$ cat src/rtl/pic_pkg.sv
// Shared types for the PIC sequencer: FSM states, redirect causes and the
// request priority encoder.
package pic_pkg;

   typedef enum logic [1:0] {S_FILL, S_RUN, S_FLUSH} seq_state_t;

   typedef enum logic [2:0] {
      RD_NONE, RD_JUMP, RD_CALL, RD_RET, RD_RETFIE, RD_REL, RD_SKIP, RD_IRQ
   } redirect_t;

   localparam int unsigned NOP_INSTR = 0;

   // Call outranks jump so a conflicting pair still leaves the stack consistent.
   function automatic redirect_t pick_cause(input logic call, input logic jump,
                                            input logic ret, input logic retfie,
                                            input logic rel, input logic skip,
                                            input logic irq_take);
      redirect_t c;
      if (call)          c = RD_CALL;
      else if (jump)     c = RD_JUMP;
      else if (retfie)   c = RD_RETFIE;
      else if (ret)      c = RD_RET;
      else if (rel)      c = RD_REL;
      else if (skip)     c = RD_SKIP;
      else if (irq_take) c = RD_IRQ;
      else               c = RD_NONE;
      return c;
   endfunction

endpackage

$ cat src/rtl/pic_stack.sv
// Circular hardware return stack with saturating level and sticky
// overflow/underflow flags. Push and pop are never requested together.
module pic_stack
   import pic_pkg::*;
#(
   parameter int unsigned WIDTH = 11,
   parameter int unsigned DEPTH = 8
) (
   input  logic                         clk,
   input  logic                         rst_n,
   input  logic                         push,
   input  logic                         pop,
   input  logic [WIDTH-1:0]             push_data,
   output logic [WIDTH-1:0]             pop_data,
   output logic [$clog2(DEPTH+1)-1:0]   level,
   output logic                         overflow,
   output logic                         underflow
);

   localparam int unsigned PTR_W = $clog2(DEPTH);
   localparam int unsigned LVL_W = $clog2(DEPTH + 1);

   logic [WIDTH-1:0] mem [DEPTH];
   logic [PTR_W-1:0] ptr;
   logic [PTR_W-1:0] ptr_inc;
   logic [PTR_W-1:0] ptr_dec;

   // Explicit wrap keeps non-power-of-two depths correct.
   assign ptr_inc  = (ptr == PTR_W'(DEPTH - 1)) ? '0 : ptr + PTR_W'(1);
   assign ptr_dec  = (ptr == '0) ? PTR_W'(DEPTH - 1) : ptr - PTR_W'(1);
   assign pop_data = mem[ptr_dec];

   always_ff @(posedge clk) begin
      if (push) begin
         mem[ptr] <= push_data;
      end
   end

   always_ff @(posedge clk) begin
      if (!rst_n) begin
         ptr       <= '0;
         level     <= '0;
         overflow  <= 1'b0;
         underflow <= 1'b0;
      end else if (push) begin
         ptr <= ptr_inc;
         if (level == LVL_W'(DEPTH)) begin
            overflow <= 1'b1;
         end else begin
            level <= level + LVL_W'(1);
         end
      end else if (pop) begin
         ptr <= ptr_dec;
         if (level == '0) begin
            underflow <= 1'b1;
         end else begin
            level <= level - LVL_W'(1);
         end
      end
   end

endmodule

$ cat src/rtl/pic_sequencer.sv
// Program sequencer: 2-stage overlapped fetch/execute with redirects, skip,
// return stack and interrupt entry.
module pic_sequencer
   import pic_pkg::*;
#(
   parameter int unsigned PC_W        = 11,
   parameter int unsigned INSTR_W     = 14,
   parameter int unsigned STACK_DEPTH = 8,
   parameter int unsigned RESET_VEC   = 0,
   parameter int unsigned INT_VEC     = 4
) (
   input  logic                               clk,
   input  logic                               rst_n,
   output logic [PC_W-1:0]                    rom_addr,
   input  logic [INSTR_W-1:0]                 rom_data,
   output logic [INSTR_W-1:0]                 ir,
   output logic                               ir_valid,
   output logic [PC_W-1:0]                    pc,
   input  logic                               stall,
   input  logic                               jump_req,
   input  logic [PC_W-1:0]                    jump_target,
   input  logic                               call_req,
   input  logic                               ret_req,
   input  logic                               retfie_req,
   input  logic                               rel_req,
   input  logic [PC_W-1:0]                    rel_off,
   input  logic                               skip_req,
   input  logic                               ei_req,
   input  logic                               irq,
   output logic                               int_ack,
   output logic                               gie,
   output logic [$clog2(STACK_DEPTH+1)-1:0]   stk_level,
   output logic                               stk_overflow,
   output logic                               stk_underflow
);

   seq_state_t      state;
   redirect_t       cause;
   logic            live;
   logic            push;
   logic            pop;
   logic [PC_W-1:0] pc_next;
   logic [PC_W-1:0] target;
   logic [PC_W-1:0] pop_data;

   // Requests only count for a live instruction in a running, unstalled slot.
   assign live    = (state == S_RUN) && ir_valid && !stall;
   assign pc_next = pc + PC_W'(1);

   always_comb begin
      cause = RD_NONE;
      if (live) begin
         cause = pick_cause(call_req, jump_req, ret_req, retfie_req, rel_req, skip_req,
                            irq && gie);
      end
   end

   always_comb begin
      target = pc_next;
      case (cause)
         RD_JUMP, RD_CALL:  target = jump_target;
         RD_RET, RD_RETFIE: target = pop_data;
         RD_REL:            target = pc_next + rel_off;
         RD_IRQ:            target = PC_W'(INT_VEC);
         default:           target = pc_next;
      endcase
   end

   assign push = rst_n && ((cause == RD_CALL) || (cause == RD_IRQ));
   assign pop  = rst_n && ((cause == RD_RET) || (cause == RD_RETFIE));

   always_ff @(posedge clk) begin
      if (!rst_n) begin
         state    <= S_FILL;
         rom_addr <= PC_W'(RESET_VEC);
         ir       <= INSTR_W'(NOP_INSTR);
         ir_valid <= 1'b0;
         pc       <= PC_W'(RESET_VEC);
         gie      <= 1'b0;
         int_ack  <= 1'b0;
      end else if (stall) begin
         int_ack <= 1'b0;
      end else begin
         int_ack <= 1'b0;
         // Every cycle latches the word at rom_addr; redirects just mark it squashed.
         ir <= rom_data;
         pc <= rom_addr;
         case (state)
            S_FILL, S_FLUSH: begin
               rom_addr <= rom_addr + PC_W'(1);
               ir_valid <= 1'b1;
               state    <= S_RUN;
            end
            S_RUN: begin
               if ((cause == RD_NONE) || (cause == RD_SKIP)) begin
                  rom_addr <= rom_addr + PC_W'(1);
                  ir_valid <= (cause == RD_NONE);
               end else begin
                  rom_addr <= target;
                  ir_valid <= 1'b0;
                  state    <= S_FLUSH;
               end
               if (cause == RD_IRQ) begin
                  gie     <= 1'b0;
                  int_ack <= 1'b1;
               end else if ((cause == RD_RETFIE) || (live && ei_req)) begin
                  gie <= 1'b1;
               end
            end
            default: state <= S_FILL;
         endcase
      end
   end

   pic_stack #(
      .WIDTH (PC_W),
      .DEPTH (STACK_DEPTH)
   ) u_stack (
      .clk       (clk),
      .rst_n     (rst_n),
      .push      (push),
      .pop       (pop),
      .push_data (pc_next),
      .pop_data  (pop_data),
      .level     (stk_level),
      .overflow  (stk_overflow),
      .underflow (stk_underflow)
   );

endmodule

$ cat config.mk
export PLATFORM = sky130hd
export DESIGN_NAME = pic_sequencer
export DESIGN_NICKNAME = d
export VERILOG_FILES = /design/src/rtl/pic_pkg.sv /design/src/rtl/pic_stack.sv /design/src/rtl/pic_sequencer.sv
export SDC_FILE = /design/constraint.sdc
export NUM_CORES = 1
export LEC_CHECK = 0
export CAP_MARGIN = 15
export CORE_MARGIN = 2
export CORE_UTILIZATION = 50
export DETAILED_ROUTE_END_ITERATION = 10
export GPL_TIMING_DRIVEN = 1
export PLACE_DENSITY = 0.79
export SLEW_MARGIN = 15
export SYNTH_ARGS = -nofsm -noshare
export SYNTH_HDL_FRONTEND = slang
export SYNTH_SLANG_ARGS = --single-unit
$ cat constraint.sdc
create_clock -name clk -period 4.3 [get_ports clk]
set_input_delay 0.86 -clock clk [delete_from_list [all_inputs] [get_ports clk]]
set_output_delay 0.86 -clock clk [all_outputs]
set_load 0.02 [all_outputs]
==> impl.org, run 1 <==
** Cells and area
- In the final layout, the share of cells above drive strength 1 is 0.1315.
- Final standard cell utilization of the core :: 0.6354
- The number of antenna diodes in the final layout is 0.
- The final layout contains around 700 nets.
- The library cell used most frequently in the layout, excluding fill and tap cells, is sky130_fd_sc_hd__clkdlybuf4s50_1.
- From synthesis to final layout, the design area changed by 25.26%.
- The layout has 969 filler cells.
- Cell area after layout :: slightly above 8000 um^2
- In the layout the commonest cells are 90 x sky130_fd_sc_hd__clkdlybuf4s50_1, 88 x sky130_fd_sc_hd__edfxtp_1, 55 x sky130_fd_sc_hd__nor2_1, 50 x sky130_fd_sc_hd__dfxtp_1, 31 x sky130_fd_sc_hd__nand2_1.

** Yosys
- Netlist area before placement :: 6638 um^2
- Yosys cell types :: 68
- For this run, the number of Yosys warnings is 0.
- Nets in the synthesized netlist :: about 600
- Syn avg cell area :: approximately 13 um^2
- In this run, synthesis inferred 88 flip-flops with an integrated enable.
- For this run, the leading register cell type out of synthesis is sky130_fd_sc_hd__edfxtp_1.
- After synthesis, the share of flip-flops with an asynchronous set or reset is 0.
- Sequential area share after synthesis :: 0.5489
- Number of storage elements in the synthesis netlist :: roughly 140
- The cell count after synthesis came out at between 500 and 600.

** Status
- Status :: complete, no violations

** GRT
- Most heavily used metal layer in global routing :: met2
- Met1 Use GR :: 0.3179
- For met3 alone, demand over resource in global routing was 0.06370.
- For this run, the total global-route usage over all layers was measured as 0.2390.
- Number of antenna violations at the first check in global routing :: 0
- Entering global routing, the biggest net connects between 40 and 50 pins.
- Global routing finished with a remaining overflow of 0.
- Via count of the first global-routing pass :: approximately 4700
- First-pass GRT wire length :: 25610 um
- In the global route stage, met2 resource usage came out at 0.3807.

** Floorplanning
- The initial utilization of the core area, before any placement, comes to 0.5073.
- In this run the standard cell core region covers ~13000 um^2.
- The floorplan step set the die width to 119.2 um.
- Row generation in the floorplan step produced 42 rows.
- During I/O placement, the number of pins put on the boundary was 92.
- The die covers about 14000 um^2.
- Height of the die :: roughly 120 um

** Placed design
- The congestion estimate from routability-driven global placement came to approximately 0.87.
- Post-detailed-placement half-perimeter wirelength :: ~11000 um
- The placed instances occupy a cell area of ~7700 um^2.
- During placement, the flow inserted port buffers numbering between 90 and 100.
- Timing analysis after detailed placement gives a worst setup slack of around 0.35 ns.

** Min path
- The startpoint identified for the worst hold timing path is u_stack.underflow$_SDFFE_PN0P_.
- Worst hold path depth :: 2
- Classification of the worst-slack hold path :: reg2reg
- The path with the worst hold slack has its endpoint at u_stack.underflow$_SDFFE_PN0P_.

** Critical path
- The most numerous cell type found on the critical path is sky130_fd_sc_hd__nand2_1.
- Endpoint type of the worst setup path :: register
- Highest fanout seen on the critical path :: 8
- The critical path goes through clkdlybuf4s50_1 -> or2_1 -> nor2_4 -> o211a_1 -> o31ai_2 -> nor2_2 -> nand2_1 -> ha_1 -> a21o_1 -> a21oi_1 -> nand2_1 -> o311a_1 -> o21a_1.
- Capture point of the worst reg-to-reg path :: rom_addr[10]$_SDFFE_PN0P_
- Critical path launch point type :: input pin
- Crit path DAT :: a little under 4 ns
- The largest individual stage delay along the critical path comes from the cell sky130_fd_sc_hd__clkdlybuf4s50_1.
- Flop-to-flop setup slack :: between 0.7 and 0.8 ns
- Counting cells, the worst reg-to-reg path comes to 10.
- The startpoint identified for the worst register-to-register timing path is pc[0]$_SDFFE_PN0N_.
- At the worst endpoint, the required time is roughly 4.6 ns.
- The critical path is of the in2reg type.
- Biggest cell delay along the critical path :: roughly 0.54 ns

** Clock network
- Worst-case clock buffer depth :: 2
- Clock tree synthesis found a total of between 100 and 150 sinks.
- Buffers inserted during post-CTS setup optimization :: 0
- TritonCTS clock tree :: yes
- Gates resized, CTS repair :: 0
- Total CTS buffers :: 17
- Clock tree root buffer cell :: sky130_fd_sc_hd__clkbuf_16
- In this run, post-CTS hold repair placed 0 buffers.
- Clock transition at the register clock pins on the worst setup and hold paths after CTS :: 0.06 ns
- Count of H-tree levels built during CTS :: 4
- The later pin in the worst-skew pair is clocked with a latency of approximately 0.43 ns.

** Pwr
- Post-layout power :: about 3.1 mW
- Internal cell power :: roughly 2.4 mW
- Of the total power, registers draw 0.458.
- Switching power of the nets :: 0.7339 mW
- Switching fraction of total power :: 0.2341
- Relative contribution of combinational cells to total power :: 0.080
- Clock network fraction of design power :: 0.462
- Worst voltage drop across the vdd grid :: between 300 and 400 uV
- Power density of the placed cells :: ~380 nW/um^2
- In this run the static leakage power is between 3 and 4 nW.

** Route
- Final routed wire length divided by cell count :: 19.89 um
- After detailed routing, the number of remaining DRC violations is 0.
- DR vias :: ~4800
- 1st-pass router iterations :: 6
- Summed over all layers, the routed wires come to around 16000 um.
- Drt via density :: 5.915
- Starting DRT DRC Count :: about 670
- The count of nets left with antenna violations once routing finished came out at 0.

** STA
- RSZ-0062 raised after global routing :: false
- The number of failing hold endpoints at the final stage was 0.
- Tmin final :: around 3.6 ns
- Setup violations remaining at the end of the flow were counted as 0.
- The clock arrives with approximately 0.0082 ns of skew.
- Crit path setup slack, layout :: around 0.74 ns
- Worst relative slew slack :: 0.4249
- Static timing analysis puts the maximum clock frequency at about 280 MHz.
- The count of final max-slew check failures is 0.
- At the pin with the least slew margin, the transition time is about 0.86 ns.
- For the final routed database, the setup TNS stands at 0 ns.
- Final worst-path cycle share :: 0.8285

** Job
- Max-cap violations :: 0
[power groups by stage]
stage               logic, mW  registers [mW]  clock network, mW
floorplan               0.120            1.48                  0
detailed placement      0.246            1.46                  0
global placement        0.241            1.46                  0
CTS                     0.249            1.43               1.47
global route            0.269            1.44               1.53
finish                  0.250            1.44               1.45
[Yosys cell counts, types with 3 or more instances]
cell type                  number  area share
sky130_fd_sc_hd__nor3_1         7      0.0053
sky130_fd_sc_hd__nand3_1       18       0.014
sky130_fd_sc_hd__o21ai_0       19       0.014
sky130_fd_sc_hd__nor4_1         4      0.0038
sky130_fd_sc_hd__xnor2_1       17       0.022
sky130_fd_sc_hd__a21oi_1       30       0.023
sky130_fd_sc_hd__o211ai_1       3      0.0034
sky130_fd_sc_hd__inv_1          9      0.0051
sky130_fd_sc_hd__nand2_1       31       0.018
sky130_fd_sc_hd__or3_1          4      0.0038
sky130_fd_sc_hd__mux4_2        15       0.051
sky130_fd_sc_hd__and3_1         4      0.0038
sky130_fd_sc_hd__xor2_1         3      0.0040
sky130_fd_sc_hd__a221oi_1       8       0.011
sky130_fd_sc_hd__mux2i_1       30       0.045
sky130_fd_sc_hd__o311a_1        3      0.0045
sky130_fd_sc_hd__nand4_1        3      0.0028
sky130_fd_sc_hd__a31oi_1        3      0.0028
sky130_fd_sc_hd__mux2_2         6       0.010
sky130_fd_sc_hd__a211oi_1       7      0.0079
sky130_fd_sc_hd__edfxtp_1      88        0.40
sky130_fd_sc_hd__clkbuf_1       9      0.0051
sky130_fd_sc_hd__a21o_1         8      0.0090
sky130_fd_sc_hd__buf_6          5      0.0085
sky130_fd_sc_hd__clkbuf_8       5       0.010
sky130_fd_sc_hd__mux4_1         7       0.028
sky130_fd_sc_hd__nor3b_1        3      0.0034
sky130_fd_sc_hd__dfxtp_1       50        0.15
sky130_fd_sc_hd__o21a_1         5      0.0057
sky130_fd_sc_hd__ha_1          19       0.036
sky130_fd_sc_hd__nor2_1        55       0.031
[registers in the layout (all words and copies together), names as in the netlist]
name               cells
ir                    14
u_stack.underflow      1
u_stack.overflow       1
gie                    1
u_stack.level          4
u_stack.ptr            3
state                  2
int_ack                1
pc                    11
u_stack.mem           88
ir_valid               1
rom_addr              11
[area by class of cell]
class | count | area, um^2 | share of cell area
Tap cell | 176 | 220.2 | 0.02649
Inverter | 11 | 46.29 | 0.005568
Clock inverter | 14 | 162.7 | 0.01956
Timing Repair Buffer | 108 | 1033 | 0.1243
Clock buffer | 17 | 425.4 | 0.05117
Multi-Input combinational cell | 351 | 2783 | 0.3347
Sequential cell | 138 | 3643 | 0.4382
[critical path, delay by kind of cell]
family,cells,cell delay (ns)
AO/OA/AOI/OAI,6,1.14
buffers and inverters,1,0.54
AND/OR/NAND/NOR,5,1.06
adder cells (fa/ha/maj),1,0.29
[kinds of logic after synthesis]
family | count (synthesis) | synth area share
adder cells (fa/ha/maj) | 21 | 0.04185
AND/OR/NAND/NOR | 144 | 0.1042
buffers and inverters | 33 | 0.03374
AO/OA/AOI/OAI | 108 | 0.1108
flip-flops | 138 | 0.5489
multiplexers | 58 | 0.1340
XOR/XNOR | 20 | 0.02639
[how the worst max path moves through the flow]
stage                        start                            end  depth (start not counted)
after floorplan              stall    u_stack.mem[2][0]$_DFFE_PP_                          8
after detailed placement  jump_req  u_stack.level[3]$_SDFFE_PN0P_                         13
after CTS                 jump_req  u_stack.level[3]$_SDFFE_PN0P_                         13
after global placement    jump_req  u_stack.level[3]$_SDFFE_PN0P_                         13
after global routing      jump_req  u_stack.level[3]$_SDFFE_PN0P_                         13
final                     jump_req  u_stack.level[3]$_SDFFE_PN0P_                         13
[through the flow]
| stage | hold WS (ns) | std cells |
|---|---|---|
| 2_1_floorplan | 0.4783 | 522 |
| 3_3_place_gp | 0.4478 | 784 |
| 3_5_place_dp | 0.4623 | 784 |
| 4_1_cts | 0.4786 | 815 |
| 5_1_grt | 0.4972 | 815 |
| 6_report | 0.4712 | 815 |
[per-layer routing]
| layer | wire (um) | up-vias |
|---|---|---|
| li1 | - | 2228 |
| met1 | 6848 | 2333 |
| met2 | 7778 | 232 |
| met3 | 1234 | 28 |
| met4 | 352 | 0 |
| met5 | 0 | - |
Power figures use the tool's default switching activity.
==> inputs of run 2 (changes only) <==
--- a/config.mk
+++ b/config.mk
@@ -10,7 +10,7 @@
 export CORE_UTILIZATION = 50
 export DETAILED_ROUTE_END_ITERATION = 10
 export GPL_TIMING_DRIVEN = 1
-export PLACE_DENSITY = 0.79
+export PLACE_DENSITY = 0.82
 export SLEW_MARGIN = 15
 export SYNTH_ARGS = -nofsm -noshare
 export SYNTH_HDL_FRONTEND = slang
==> constraint.sdc (replaced) <==
create_clock -name clk -period 2.9 [get_ports clk]
set_input_delay 0.58 -clock clk [delete_from_list [all_inputs] [get_ports clk]]
set_output_delay 0.58 -clock clk [all_outputs]
set_load 0.02 [all_outputs]
==> run 2 against run 1 <==
  * Clock power up 48%
  * Routed wire length up 7.3%
  * Core utilization up 3.9 points
  * Via count up 6.6%
  * Sequential power up 48%
  * Cell count up 7.4%
  * Critical path type unchanged
  * Critical endpoint unchanged
  * Largest cell class unchanged
  * Highest routed layer unchanged
==> impl.org, run 2 (synthesis gave the netlist of run 1 again) <==
** Clock network
- Count of H-tree levels built during CTS :: 4 (unchanged)
- The clock transition at the registers of the reported paths was 0.06 ns (about the same).
- Worst skew pair latency :: 0.43 ns (about the same)
- TritonCTS clock tree :: yes (unchanged)
- The CTS buffer count was 17 (unchanged).
- Clock tree root buffer cell :: sky130_fd_sc_hd__clkbuf_16 (unchanged)
- Worst-case clock buffer depth :: 2 (unchanged)
- The total clock sinks was 138 (unchanged).

** STA
- RSZ-0062 raised after global routing: false (unchanged).
- The number of failing hold endpoints at the final stage was 0 (unchanged).
- Crit path setup slack, layout :: 0.1295 ns (was 0.7376 ns)
- Final slew viol count :: 0 (unchanged)
- The final total negative setup slack is 0 ns (unchanged).
- The routed design could run at a clock period as short as 2.770 ns.
- Maximum clock frequency :: about 360 MHz
- Dividing the final minimum period by the clock period gives 0.9553.
- The tightest slew margin relative to the limit was 0.5348 (was 0.4249).
- Transition at the pin with the smallest max-transition slack :: 0.6915 ns (was 0.8595 ns)
- The worst setup skew after layout is 0.008715 ns (was 0.008223 ns).
- Finish-stage setup viols :: 0 (unchanged)

** Floorplanning
- The initial core utilization came to 0.5073 (unchanged).
- The chip width was 119.2 um (unchanged).
- Top-level port count :: 92 (unchanged)
- The overall die area was 14210 um^2 (unchanged).
- Number of standard-cell rows in the floorplan :: 42 (unchanged)
- The total core area came to 13090 um^2 (unchanged).
- Height of the die :: 119.2 um (unchanged)

** Cells and area
- The final net count is 754 (was 695).
- Synthesis-to-layout area growth :: 32.97% (was 25.26%)
- Count of inserted antenna diode cells :: 0 (unchanged)
- The utilization after layout came to 0.6745 (was 0.6354).
- Number of flip-flops under the largest register name :: 88 (unchanged)
- The number of fill cells came to 882 (was 969).
- Top library cells by usage in the layout, fill and taps aside :: 89 x sky130_fd_sc_hd__clkdlybuf4s50_1, 88 x sky130_fd_sc_hd__edfxtp_1, 73 x sky130_fd_sc_hd__buf_4, 55 x sky130_fd_sc_hd__nor2_1, 48 x sky130_fd_sc_hd__dfxtp_1 (was 90 x sky130_fd_sc_hd__clkdlybuf4s50_1, 88 x sky130_fd_sc_hd__edfxtp_1, 55 x sky130_fd_sc_hd__nor2_1, 50 x sky130_fd_sc_hd__dfxtp_1, 31 x sky130_fd_sc_hd__nand2_1)
- The most common cell after layout, fill and taps aside is sky130_fd_sc_hd__clkdlybuf4s50_1 (unchanged).
- The count of non-filler cells in the finished layout came to 875 (was 815).
- Largest registers ranked by flip-flop count: u_stack.mem: 88 flops, ir: 14 flops (unchanged).
- The fraction of final layout cells with drive strength greater than 1 is 0.2160 (was 0.1315).
- Largest register by flop count :: u_stack.mem (unchanged)

** Placed design
- Port buffer count :: 91 (unchanged)
- The pre-CTS setup slack came to -0.3523 ns (was 0.3492 ns).
- Weighted congestion at the end of routability-driven global placement :: 0.9250 (was 0.8683)
- The total placed cells including tap cells is 837 (was 784).
- The total half-perimeter wirelength after legalization and detailed placement is 12150 um (was 11040 um).

** Min path
- The critical hold path startpoint was u_stack.overflow$_SDFFE_PN0P_ (was u_stack.underflow$_SDFFE_PN0P_).
- Classification of the worst-slack hold path :: reg2reg (unchanged)

** Pwr
- The largest voltage drop on the vdd net is 533.9 uV (was 345.3 uV).
- Leak :: 3.433 nW (was 3.095 nW)
- The power after layout was 4.675 mW (was 3.135 mW).
- Power density of the placed cells :: 529.7 nW/um^2 (was 377.1 nW/um^2)

** GRT
- The number of antenna violations at the first check in global routing was 0 (unchanged).
- Via count of the first global-routing pass :: 5037 (was 4695)
- The maximum number of pins on one net before global-route repair is 30 (was 42).
- First-pass GRT wire length :: 26990 um (was 25610 um)
- The global router's overall resource usage came to 0.2514 (was 0.2390).
- Overflow after GRT :: 0 (unchanged)

** Critical path
- The setup slack of the worst register-to-register path was 0.15 ns (was 0.78 ns).
- The kind of cell adding the most delay to the critical path is compound AO/OA/AOI/OAI gates (unchanged).
- Worst setup path start :: ret_req (was jump_req)
- Highest fanout seen on the critical path :: 4 (was 8)
- The buffering stage count on the worst path with inverters included was 2 (was 1).
- The endpoint of the most critical setup path is u_stack.level[3]$_SDFFE_PN0P_ (unchanged).
- The capturing element type of the critical path was a register (unchanged).
- Crit path DAT :: 3.10 ns (was 3.88 ns)
- Crit Reg-Reg Startpoint :: u_stack.ptr[0]$_SDFFE_PN0P_ (was pc[0]$_SDFFE_PN0N_)
- Data required time of the critical path :: 3.23 ns (was 4.62 ns)
- Type of the worst setup path :: in2reg (unchanged)
- The critical path's slowest cell is sky130_fd_sc_hd__clkdlybuf4s50_1 (unchanged).
- The cell with the most instances on the worst path is sky130_fd_sc_hd__nand2_1 (unchanged).
- Number of cells on the critical path :: 13 (unchanged)
- Cell depth of the worst flop-to-flop path :: 10 (unchanged)
- Cell chain of the critical path :: clkdlybuf4s50_1 -> buf_4 -> o21bai_1 -> o211a_1 -> o31ai_2 -> nor2_2 -> nand2_1 -> ha_1 -> a21o_1 -> a21oi_2 -> nand2_1 -> o311a_1 -> o21a_1 (was clkdlybuf4s50_1 -> or2_1 -> nor2_4 -> o211a_1 -> o31ai_2 -> nor2_2 -> nand2_1 -> ha_1 -> a21o_1 -> a21oi_1 -> nand2_1 -> o311a_1 -> o21a_1)
- Capture point of the worst reg-to-reg path :: rom_addr[3]$_SDFFE_PN0P_ (was rom_addr[10]$_SDFFE_PN0P_)
- The biggest cell delay along the critical path is 0.48 ns (was 0.54 ns).
- The element type at the critical path start is an input pin (unchanged).

** Route
- Final routed wire length divided by cell count :: 19.89 um (about the same)
- 1st-pass router iterations :: 6 (unchanged)
- Count of unresolved DRC violations after routing :: 0 (unchanged)
- Post-detailed-routing wire length :: 17400 um (was 16210 um)
- Starting DRT DRC Count :: 672 (was 668)
- Number of nets with antenna violations after detailed routing :: 0 (unchanged)
- The number of vias in the routed layout came to 5139 (was 4821).
- Drt via density :: 5.873 (was 5.915)

** Job
- Max-cap violations :: 0 (unchanged)

** Status
- Status: complete, no violations (unchanged).
-- run 2: through the flow --
stage	instance area, um^2	hold slack [ns]
after floorplan	6660	0.4783
after global placement	8159	0.4480
after detailed placement	8159	0.4573
after CTS	8740	0.4726
after global routing	8826	0.4900
final	8826	0.4683
-- run 2: repair_timing --
action	CTS	global route
endpoints found under the setup margin	0	5
setup buffers	0	6
hold buffers	0	0
endpoints found under the hold margin	0	0
gates resized for setup	0	7
-- run 2: where the power goes --
group	internal [mW]	switching, mW
Sequential	2.10	0.0274
Clock	1.21	0.926
Combinational	0.206	0.206
Total	3.52	1.16
-- run 2: worst min path at each step --
stage	depth (start not counted)	slack [ns]	end
2_1_floorplan	2	0.48	state[1]$_SDFFE_PN0P_
5_1_grt	1	0.49	u_stack.overflow$_SDFFE_PN0P_
3_5_place_dp	1	0.46	u_stack.overflow$_SDFFE_PN0P_
6_report	1	0.47	u_stack.overflow$_SDFFE_PN0P_
3_3_place_gp	1	0.45	u_stack.overflow$_SDFFE_PN0P_
4_1_cts	1	0.47	u_stack.overflow$_SDFFE_PN0P_
-- run 2: cell type report --
| cell class | instances | area [um^2] | share of cell area |
|---|---|---|---|
| Clock buffer | 17 | 425.4 | 0.04820 |
| Clock inverter | 15 | 155.1 | 0.01758 |
| Inverter | 11 | 46.29 | 0.005245 |
| Multi-Input combinational cell | 351 | 2816 | 0.3191 |
| Sequential cell | 138 | 3646 | 0.4131 |
| Tap cell | 176 | 220.2 | 0.02495 |
| Timing Repair Buffer | 167 | 1516 | 0.1718 |
-- run 2: metal layers --
| metal | GRT usage | vias to the layer above | wire, um |
|---|---|---|---|
| met5 | 0 | - | 0 |
| met4 | 0.1109 | 0 | 463 |
| met3 | 0.05843 | 41 | 1249 |
| met2 | 0.3976 | 268 | 8450 |
| met1 | 0.3327 | 2487 | 7240 |
| li1 | - | 2343 | - |
